<file path="config.mk">
export PLATFORM = sky130hd
export DESIGN_NAME = dac_serial_tx_flat
export DESIGN_NICKNAME = d
export VERILOG_FILES = /design/src/rtl/dac_tx_pkg.sv /design/src/rtl/dac_serial_tx_if.sv /design/src/rtl/dac_half_tick.sv /design/src/rtl/dac_serial_tx.sv /design/src/flat_wrapper.sv
export SDC_FILE = /design/constraint.sdc
export NUM_CORES = 1
export LEC_CHECK = 0
export ABC_AREA = 1
export CAP_MARGIN = 10
export CORE_UTILIZATION = 25
export DETAILED_ROUTE_END_ITERATION = 12
export PLACE_DENSITY_LB_ADDON = 0.12
export SLEW_MARGIN = 25
export SYNTH_ARGS = -nofsm -noshare
export SYNTH_HDL_FRONTEND = slang
export SYNTH_SLANG_ARGS = --single-unit
</file>
<file path="constraint.sdc">
create_clock -name clk -period 1.75 [get_ports clk]
set_input_delay 0.175 -clock clk [delete_from_list [all_inputs] [get_ports clk]]
set_output_delay 0.175 -clock clk [all_outputs]
set_load 0.05 [all_outputs]
</file>
<file path="src/rtl/dac_tx_pkg.sv">
// Shared widths, FSM encoding, DAC power-down codes and 16-bit DAC word assembly
// for the dac_serial_tx transmit stage.
package dac_tx_pkg;

    localparam int FRAME_W = 16;
    localparam int DATA_W  = 8;

    localparam logic [1:0] PD_NORMAL = 2'b00;
    localparam logic [1:0] PD_1K     = 2'b01;
    localparam logic [1:0] PD_100K   = 2'b10;
    localparam logic [1:0] PD_HIZ    = 2'b11;

    typedef enum logic [2:0] {
        ST_IDLE,
        ST_SETUP,
        ST_SHIFT,
        ST_HOLD,
        ST_GAP
    } tx_state_e;

    // DAC word layout: two don't-care zeros, power-down mode, code, four padding zeros.
    function automatic logic [FRAME_W-1:0] build_word(input logic [1:0]        pd,
                                                      input logic [DATA_W-1:0] sample);
        return {2'b00, pd, sample, 4'b0000};
    endfunction

endpackage

</file>
<file path="src/rtl/dac_serial_tx_if.sv">
// Sample handshake plus three-wire DAC pins of dac_serial_tx; the producer/bench
// side uses the master modport, the transmitter the slave modport.
interface dac_serial_tx_if;
    import dac_tx_pkg::*;

    logic [DATA_W-1:0] sample;
    logic [1:0]        pd;
    logic              valid;
    logic              ready;
    logic              din;
    logic              sync;
    logic              sclk;
    logic              busy;
    logic              frame_done;

    modport master (
        output sample, pd, valid,
        input  ready, din, sync, sclk, busy, frame_done
    );

    modport slave (
        input  sample, pd, valid,
        output ready, din, sync, sclk, busy, frame_done
    );

endinterface

</file>
<file path="src/rtl/dac_half_tick.sv">
// Loadable down-counter: one-cycle tick_o every load_val_i cycles, reloading itself
// on each tick; serves both the SCLK half-period and the inter-frame gap.
module dac_half_tick #(
    parameter int W = 2
) (
    input  logic         clk,
    input  logic         rst,
    input  logic         load_i,
    input  logic [W-1:0] load_val_i,
    output logic         tick_o
);

    logic [W-1:0] cnt_q;

    assign tick_o = (cnt_q == W'(1));

    always_ff @(posedge clk or posedge rst) begin
        if (rst) begin
            cnt_q <= '0;
        end else if (load_i || tick_o) begin
            cnt_q <= load_val_i;
        end else if (cnt_q != '0) begin
            cnt_q <= cnt_q - 1'b1;
        end
    end

endmodule

</file>
<file path="src/rtl/dac_serial_tx.sv">
// Serial transmit stage for an 8-bit SYNC/SCLK/DIN DAC (16-bit frame, MSB first).
// Optional build macro DAC_TX_SKIP_DUP_EN: suppress frames repeating the last {pd,sample}.
module dac_serial_tx
    import dac_tx_pkg::*;
#(
    parameter int CLK_DIV = 2,
    parameter int GAP_CYC = 2
) (
    input logic            clk,
    input logic            rst,
    dac_serial_tx_if.slave bus
);

    localparam int         CNT_MAX  = (CLK_DIV > GAP_CYC) ? CLK_DIV : GAP_CYC;
    localparam int         CNT_W    = $clog2(CNT_MAX + 1);
    localparam logic [3:0] LAST_BIT = 4'(FRAME_W - 1);

    tx_state_e          state_q;
    logic [FRAME_W-1:0] shreg_q;
    logic [3:0]         bit_q;
    logic               phase_q;
    logic               ready_q, sync_q, sclk_q, din_q, busy_q, frame_done_q;
    logic               tick, dup, start, active;
    logic [CNT_W-1:0]   load_val;

    assign active   = state_q inside {ST_SETUP, ST_SHIFT, ST_HOLD};
    assign start    = bus.valid && ready_q && !dup;
    assign load_val = (state_q == ST_HOLD) ? CNT_W'(GAP_CYC) : CNT_W'(CLK_DIV);

`ifdef DAC_TX_SKIP_DUP_EN
    logic [DATA_W+1:0] last_q;
    logic              last_vld_q;

    assign dup = last_vld_q && (last_q == {bus.pd, bus.sample});

    always_ff @(posedge clk or posedge rst) begin
        if (rst) begin
            last_vld_q <= 1'b0;
            last_q     <= '0;
        end else if (start) begin
            last_vld_q <= 1'b1;
            last_q     <= {bus.pd, bus.sample};
        end
    end
`else
    assign dup = 1'b0;
`endif

    dac_half_tick #(.W(CNT_W)) u_half_tick (
        .clk        (clk),
        .rst        (rst),
        .load_i     (start),
        .load_val_i (load_val),
        .tick_o     (tick)
    );

    always_ff @(posedge clk or posedge rst) begin
        if (rst) begin
            state_q      <= ST_IDLE;
            shreg_q      <= '0;
            bit_q        <= '0;
            phase_q      <= 1'b0;
            ready_q      <= 1'b0;
            sync_q       <= 1'b1;
            sclk_q       <= 1'b1;
            din_q        <= 1'b0;
            busy_q       <= 1'b0;
            frame_done_q <= 1'b0;
        end else begin
            // NOTE: non-blocking throughout: pins are derived from the pre-edge state_q,
            // so they trail the FSM by exactly one cycle, which the frame timing assumes.
            ready_q      <= (state_q == ST_IDLE) && !start;
            busy_q       <= (state_q != ST_IDLE);
            sync_q       <= !active;
            frame_done_q <= !active && !sync_q;
            sclk_q       <= !((state_q == ST_SHIFT) && !phase_q);
            din_q        <= active && shreg_q[FRAME_W-1];

            unique case (state_q)
                ST_IDLE: begin
                    if (start) begin
                        state_q <= ST_SETUP;
                        shreg_q <= build_word(bus.pd, bus.sample);
                    end
                end
                ST_SETUP: begin
                    if (tick) begin
                        state_q <= ST_SHIFT;
                        bit_q   <= '0;
                        phase_q <= 1'b0;
                    end
                end
                ST_SHIFT: begin
                    // Leaving a low half is an SCLK rising edge: present the next bit.
                    if (tick) begin
                        if (!phase_q) begin
                            shreg_q <= {shreg_q[FRAME_W-2:0], 1'b0};
                            if (bit_q == LAST_BIT) begin
                                state_q <= ST_HOLD;
                            end else begin
                                phase_q <= 1'b1;
                            end
                        end else begin
                            phase_q <= 1'b0;
                            bit_q   <= bit_q + 1'b1;
                        end
                    end
                end
                ST_HOLD: begin
                    if (tick) state_q <= ST_GAP;
                end
                ST_GAP: begin
                    if (tick) state_q <= ST_IDLE;
                end
                default: state_q <= ST_IDLE;
            endcase
        end
    end

    assign bus.ready      = ready_q;
    assign bus.din        = din_q;
    assign bus.sync       = sync_q;
    assign bus.sclk       = sclk_q;
    assign bus.busy       = busy_q;
    assign bus.frame_done = frame_done_q;

endmodule

</file>
<file path="src/flat_wrapper.sv">
// flat-port wrapper written by rule: the top's interface ports become plain ports
module dac_serial_tx_flat import dac_tx_pkg::*;
#(
    parameter int CLK_DIV = 2,
    parameter int GAP_CYC = 2
)
  (clk, rst, bus_sample, bus_pd, bus_valid, bus_ready, bus_din, bus_sync, bus_sclk, bus_busy, bus_frame_done);
  dac_serial_tx_if bus_i ();
  input logic clk;
  input logic rst;
  input wire logic [$bits(bus_i.sample)-1:0] bus_sample;
  input wire logic [$bits(bus_i.pd)-1:0] bus_pd;
  input wire logic [$bits(bus_i.valid)-1:0] bus_valid;
  output wire logic [$bits(bus_i.ready)-1:0] bus_ready;
  output wire logic [$bits(bus_i.din)-1:0] bus_din;
  output wire logic [$bits(bus_i.sync)-1:0] bus_sync;
  output wire logic [$bits(bus_i.sclk)-1:0] bus_sclk;
  output wire logic [$bits(bus_i.busy)-1:0] bus_busy;
  output wire logic [$bits(bus_i.frame_done)-1:0] bus_frame_done;
  assign bus_i.sample = bus_sample;
  assign bus_i.pd = bus_pd;
  assign bus_i.valid = bus_valid;
  assign bus_ready = bus_i.ready;
  assign bus_din = bus_i.din;
  assign bus_sync = bus_i.sync;
  assign bus_sclk = bus_i.sclk;
  assign bus_busy = bus_i.busy;
  assign bus_frame_done = bus_i.frame_done;
  dac_serial_tx #(.CLK_DIV(CLK_DIV), .GAP_CYC(GAP_CYC)) u_core (.clk(clk), .rst(rst), .bus(bus_i));
endmodule
</file>
# Yosys cells after proc, flatten, opt, wreduce, memory -nomap -nowiden
# Index checks and enable logic that the tools add are counted.
dict set report totals {
  in_bits 13
  ff_bits 32
  elab_cells 72
  output_inout_bits 6
}
dict set report op_classes {
  eq_ne 14
  mux 23
  reduce_logical 22
  add_sub_neg 2
}
# cell n
set ops {}
lappend ops {{16-bit two-way mux} 3}
lappend ops {{16-bit one-hot mux with 2 select lines} 1}
lappend ops {{3-bit two-way mux} 7}
lappend ops {{3-bit one-hot mux with 5 select lines} 1}
lappend ops {{4-bit two-way mux} 3}
lappend ops {{2-bit != test (second input constant)} 6}
lappend ops {{4-bit one-hot mux with 2 select lines} 1}
lappend ops {{4-bit AND reduction} 2}
lappend ops {{2-bit nonzero test} 4}
lappend ops {{7-bit AND reduction} 1}
lappend ops {{3-bit by 2-bit equality test with 1-bit output (second input constant)} 2}
lappend ops {{3-bit nonzero test} 2}
lappend ops {{1-bit logical AND} 5}
lappend ops {{1-bit logical NOT} 5}
lappend ops {{4-bit by 1-bit adder with 4-bit output (second input constant)} 1}
lappend ops {{4-bit equality test (second input constant)} 1}
lappend ops {{1-bit two-way mux} 4}
lappend ops {{2-bit two-way mux} 2}
lappend ops {{2-bit by 1-bit != test with 1-bit output (second input constant)} 2}
lappend ops {{3-bit by 1-bit equality test with 1-bit output (second input constant)} 1}
lappend ops {{3-bit equality test (second input constant)} 1}
lappend ops {{3-bit logical NOT} 1}
lappend ops {{3-bit AND reduction} 1}
lappend ops {{2-bit by 1-bit equality test with 1-bit output (second input constant)} 1}
lappend ops {{other kinds (3)} 3}

# Longest topological paths before layout
dict set report depth {
  word_depth 5
  mapped_depth 9
  mapped_depth_nobuf 8
}

# By module
# Synthesis repeated with hierarchy kept, for this count alone.
dict set report hier_totals {
  hier_cells 185
  area_unflattened_um2 1475.2
}
# module n_inst area_per_inst_um2 seq_area_each_um2 cells_per_inst
set by_module_without_submodules {}
lappend by_module_without_submodules {dac_serial_tx 1 1333.8 653.1 166}
lappend by_module_without_submodules {dac_half_tick 1 141.4 50.0 19}

# Least setup slack after synthesis
# Ideal clock, no wire load.
dict set report synth_path {
  kind {register to register}
  startpoint {register u_core.ready_q (netlist: u_core.bus.ready)}
  endpoint {register u_core.shreg_q[5]}
  setup_time_ns 0.116
  path_slack_ns 0.370
  path_buffers 1
  stages_incl_launch_ff 7
  t_required_ns 1.634
  t_arrival_ns 1.263
  synth_period_minus_slack_ns 1.380
  cell_sequence {dfrtp_1 -> nand2_1 -> nand3_2 -> nand3_2 -> buf_4 -> nand2_1 -> nand2_1}
}
dict set report synth_between {
  elab_chain_cells 3
}
# item line_no
set synth_rtl {}
lappend synth_rtl {{start: declaration} dac_serial_tx.sv:22} ;# logic ready_q, sync_q, sclk_q, din_q, busy_q, frame_done_q;
lappend synth_rtl {{start signal: assignment} dac_serial_tx.sv:72} ;# ready_q <= (state_q == ST_IDLE) && !start;
lappend synth_rtl {{1-bit logical AND} dac_serial_tx.sv:27} ;# assign start = bus.valid && ready_q && !dup;
lappend synth_rtl {{2-bit by 1-bit != test with 1-bit output (no line)} -}
lappend synth_rtl {{4-bit AND reduction (no line)} -}
lappend synth_rtl {{end signal: assignment} dac_serial_tx.sv:83} ;# shreg_q <= build_word(bus.pd, bus.sample);
lappend synth_rtl {{end signal: assignment} dac_serial_tx.sv:97} ;# shreg_q <= {shreg_q[FRAME_W-2:0], 1'b0};
lappend synth_rtl {{end: declaration} dac_serial_tx.sv:19} ;# logic [FRAME_W-1:0] shreg_q;
# Every way passes these cells.
# A chain may end at the register's enable or synchronous reset.

# Final worst setup path
dict set report layout_path {
  startpoint {register u_core.ready_q (netlist: u_core.bus.ready)}
  endpoint {output bus_ready}
}
# item line_no
set layout_lines {}
lappend layout_lines {{end: declaration} flat_wrapper.sv:14} ;# output wire logic [$bits(bus_i.ready)-1:0] bus_ready;
# No word-level cell between the ends.

==> impl_metrics.env <==
export IMPL_hold_slack_ps=259
export IMPL_antenna_found_initial=0
export IMPL_critical_path_top_delay_family="buffers and inverters"
export IMPL_root_buffer="clkbuf_8"
export IMPL_cts_path_max_buffers=2
export IMPL_synth_common_cells="nand2_1 (81), dfrtp_1 (26), inv_1 (14)"
export IMPL_drc_errors=0
export IMPL_worstPathArrival_ps=1420
export IMPL_start_kind="flop"
export IMPL_wl_per_cell_microns=10.5
export IMPL_status="finished, final reports clean"
export IMPL_grt_setup_unrepaired="false"
export IMPL_tightest_slew_ps=493
export IMPL_multiInputGateArea_sq_um=597
export IMPL_power_leakage_nw=0.919
export IMPL_io_buffer_count=18
export IMPL_slew_headroom_pct=67.0
export IMPL_synth_edf_count=0
export IMPL_die_x_microns=77.0
export IMPL_critical_path_class="reg -> out"
export IMPL_final_setup_viol_count=0
export IMPL_worstPathCellList="clkdlybuf4s50_1"
export IMPL_synthDistinctLibCells=22
export IMPL_crit_buf_inv=1
export IMPL_avgViaCountPerCell=4.19
export IMPL_synth_area_leaders="dfrtp_1 (46%), nand2_1 (22%), dfstp_2 (3.7%)"
export IMPL_yosysSeqAreaShare_pct=50.0
export IMPL_yosysMostFrequentCell="nand2_1"
export IMPL_num_vias=1122
export IMPL_cts_tree="built"
export IMPL_clk_pin_slew_worst_paths_ps=100
export IMPL_grt_total_usage_pct=10.7
export IMPL_synthArstFlopShare_pct=100
export IMPL_routed_wl_microns=2800
export IMPL_nNetsFinal=215
export IMPL_grt_pass1_vias=1096
export IMPL_first_pass_iters=4
export IMPL_slew_viol_final=0
export IMPL_fmax_mhz=627
export IMPL_antenna_left=0
export IMPL_die_h_microns=77.0
export IMPL_grt_max_degree=29
export IMPL_initialDrtViolationCount=35
export IMPL_setup_tns_ps=0
export IMPL_htreeDepth=1
export IMPL_crit_fanout=2
export IMPL_regArea_sq_um=703
export IMPL_syn_avg_cell_area_sq_um=7.98
export IMPL_synth_top_area_share_pct=46.3
export IMPL_hp_class="in -> async"
export IMPL_maxCapViolations=0
export IMPL_detailed_place_hpwl_microns=2040
export IMPL_powerDensity_nw_per_um2=1830
export IMPL_synth_area_sq_um=1410
export IMPL_critical_path_max_stage_delay_ps=790
export IMPL_syn2layout_area_growth_pct=23.0
export IMPL_clock_skew_ps=4.33
export IMPL_critPathRequiredTime_ps=1570
export IMPL_synthCells=176
export IMPL_io_pins=19
export IMPL_post_route_period_util_pct=91.2
export IMPL_core_area_sq_um=5270
export IMPL_grt_pass1_wl_microns=5010
export IMPL_gr_total_overflow=0
export IMPL_drive_gt1_share_pct=11.6
export IMPL_yosys_most_used_dff="dfrtp_1"
export IMPL_gp_congestion=0.804
export IMPL_hold_viol_final=0
export IMPL_cts_setup_buffers=0
export IMPL_yosysWarnings=0
export IMPL_rows=26
export IMPL_post_cts_resized=0
export IMPL_yosysTopAreaCell="dfrtp_1"
export IMPL_start_util_pct=26.7
export IMPL_clk_latency_ps=270
export IMPL_antenna_cells=0
export IMPL_ir_drop_mv=0.631
export IMPL_dieArea_sq_um=5920
export IMPL_hold_buffers=0
export IMPL_cts_num_sinks=28
export IMPL_cpMaxStageDelayCell="clkdlybuf4s50_1"
export IMPL_ys_ff_latch=28
export IMPL_layout_min_cycle_time_ps=1600
export IMPL_numCtsBuffers=3
export IMPL_fillers=576
export IMPL_syn_nets=192
export IMPL_worstSetupEndpointType="output port"
==> sequential cells by signal (all words and copies together) (netlist names) <==
| name | flops |
|---|---|
| u_core.bus.busy | 1 |
| u_core.bus.sclk | 1 |
| u_core.bus.din | 1 |
| u_core.shreg_q | 12 |
| u_core.bit_q | 4 |
| u_core.phase_q | 1 |
| u_core.bus.ready | 1 |
| u_core.u_half_tick.cnt_q | 2 |
| u_core.bus.frame_done | 1 |
| u_core.state_q | 3 |
| u_core.bus.sync | 1 |
==> logic make-up after synthesis <==
group                    after synthesis  synth area share (%)
buffers and inverters                 21                  7.48
AND/OR/NAND/NOR                      112                  34.6
AO/OA/AOI/OAI                         11                  4.63
XOR/XNOR                               1                 0.623
flip-flops                            28                  50.0
adder cells (fa/ha/maj)                3                  2.67
==> metrics by stage <==
step | util (%) | setup WS [ps] | instances | power, mW | cell area (sq um)
finish | 32.8 | 155 | 268 | 3.16 | 1730
global route | 32.8 | 114 | 268 | 3.48 | 1730
CTS | 32.8 | 143 | 268 | 3.20 | 1730
detailed placement | 31.4 | 246 | 264 | 2.68 | 1660
global placement | 31.4 | 289 | 264 | 2.66 | 1660
floorplan | - | 370 | 176 | 2.33 | 1410
==> cell type report <==
| type | instances | area share [%] |
|---|---|---|
| sequential | 28 | 40.7 |
| multi-input combinational | 127 | 34.5 |
| timing repair buffer | 22 | 11.9 |
| tap | 70 | 5.07 |
| inverter | 17 | 3.69 |
| clock buffer | 3 | 2.39 |
| clock inverter | 1 | 1.74 |
==> path summary, 6_finish.rpt <==
kind / startpoint / end / slack (ps) / cells after the start
max: u_core.bus.ready / bus_ready / 150 / 1
min: rst / u_core.bus.din / 260 / 3
max reg2reg: u_core.u_half_tick.cnt_q[1] / u_core.shreg_q[5] / 310 / 8
min reg2reg: u_core.shreg_q[9] / u_core.shreg_q[9] / 490 / 2
max in group asynchronous: rst / u_core.bus.sclk / 1190 / 3
min in group clk: u_core.shreg_q[9] / u_core.shreg_q[9] / 490 / 2
==> power breakdown <==
| part | total (mW) | internal, mW | leakage [nW] | switching [mW] |
|---|---|---|---|---|
| sequential | 1.10 | 0.918 | 0.354 | 0.184 |
| combinational | 1.55 | 0.522 | 0.530 | 1.03 |
| clock | 0.509 | 0.306 | 0.0357 | 0.203 |
==> placed cells by master (no fill, tap or decap), drive strengths merged <==
cell / n
a21oi: 2
buf: 6
bufinv: 1
clkbuf: 3
clkdlybuf4s50: 16
dfrtp: 26
dfstp: 2
ha: 3
inv: 17
nand2: 82
nand3: 12
nand4: 2
nor2: 12
nor3: 3
o21ai: 8
o21bai: 1
or2: 1
xnor2: 1
==> metal layers <==
metal / global-route usage, % / wire [microns] / vias to the layer above
met3: 2.62 / 140 / 2
met1: 14.4 / 1400 / 508
li1: - / - / 585
met4: 2.83 / 23 / 0
met5: 0 / 0 / -
met2: 17.1 / 1240 / 27
Note: power is estimated with default switching activity, not from simulation.
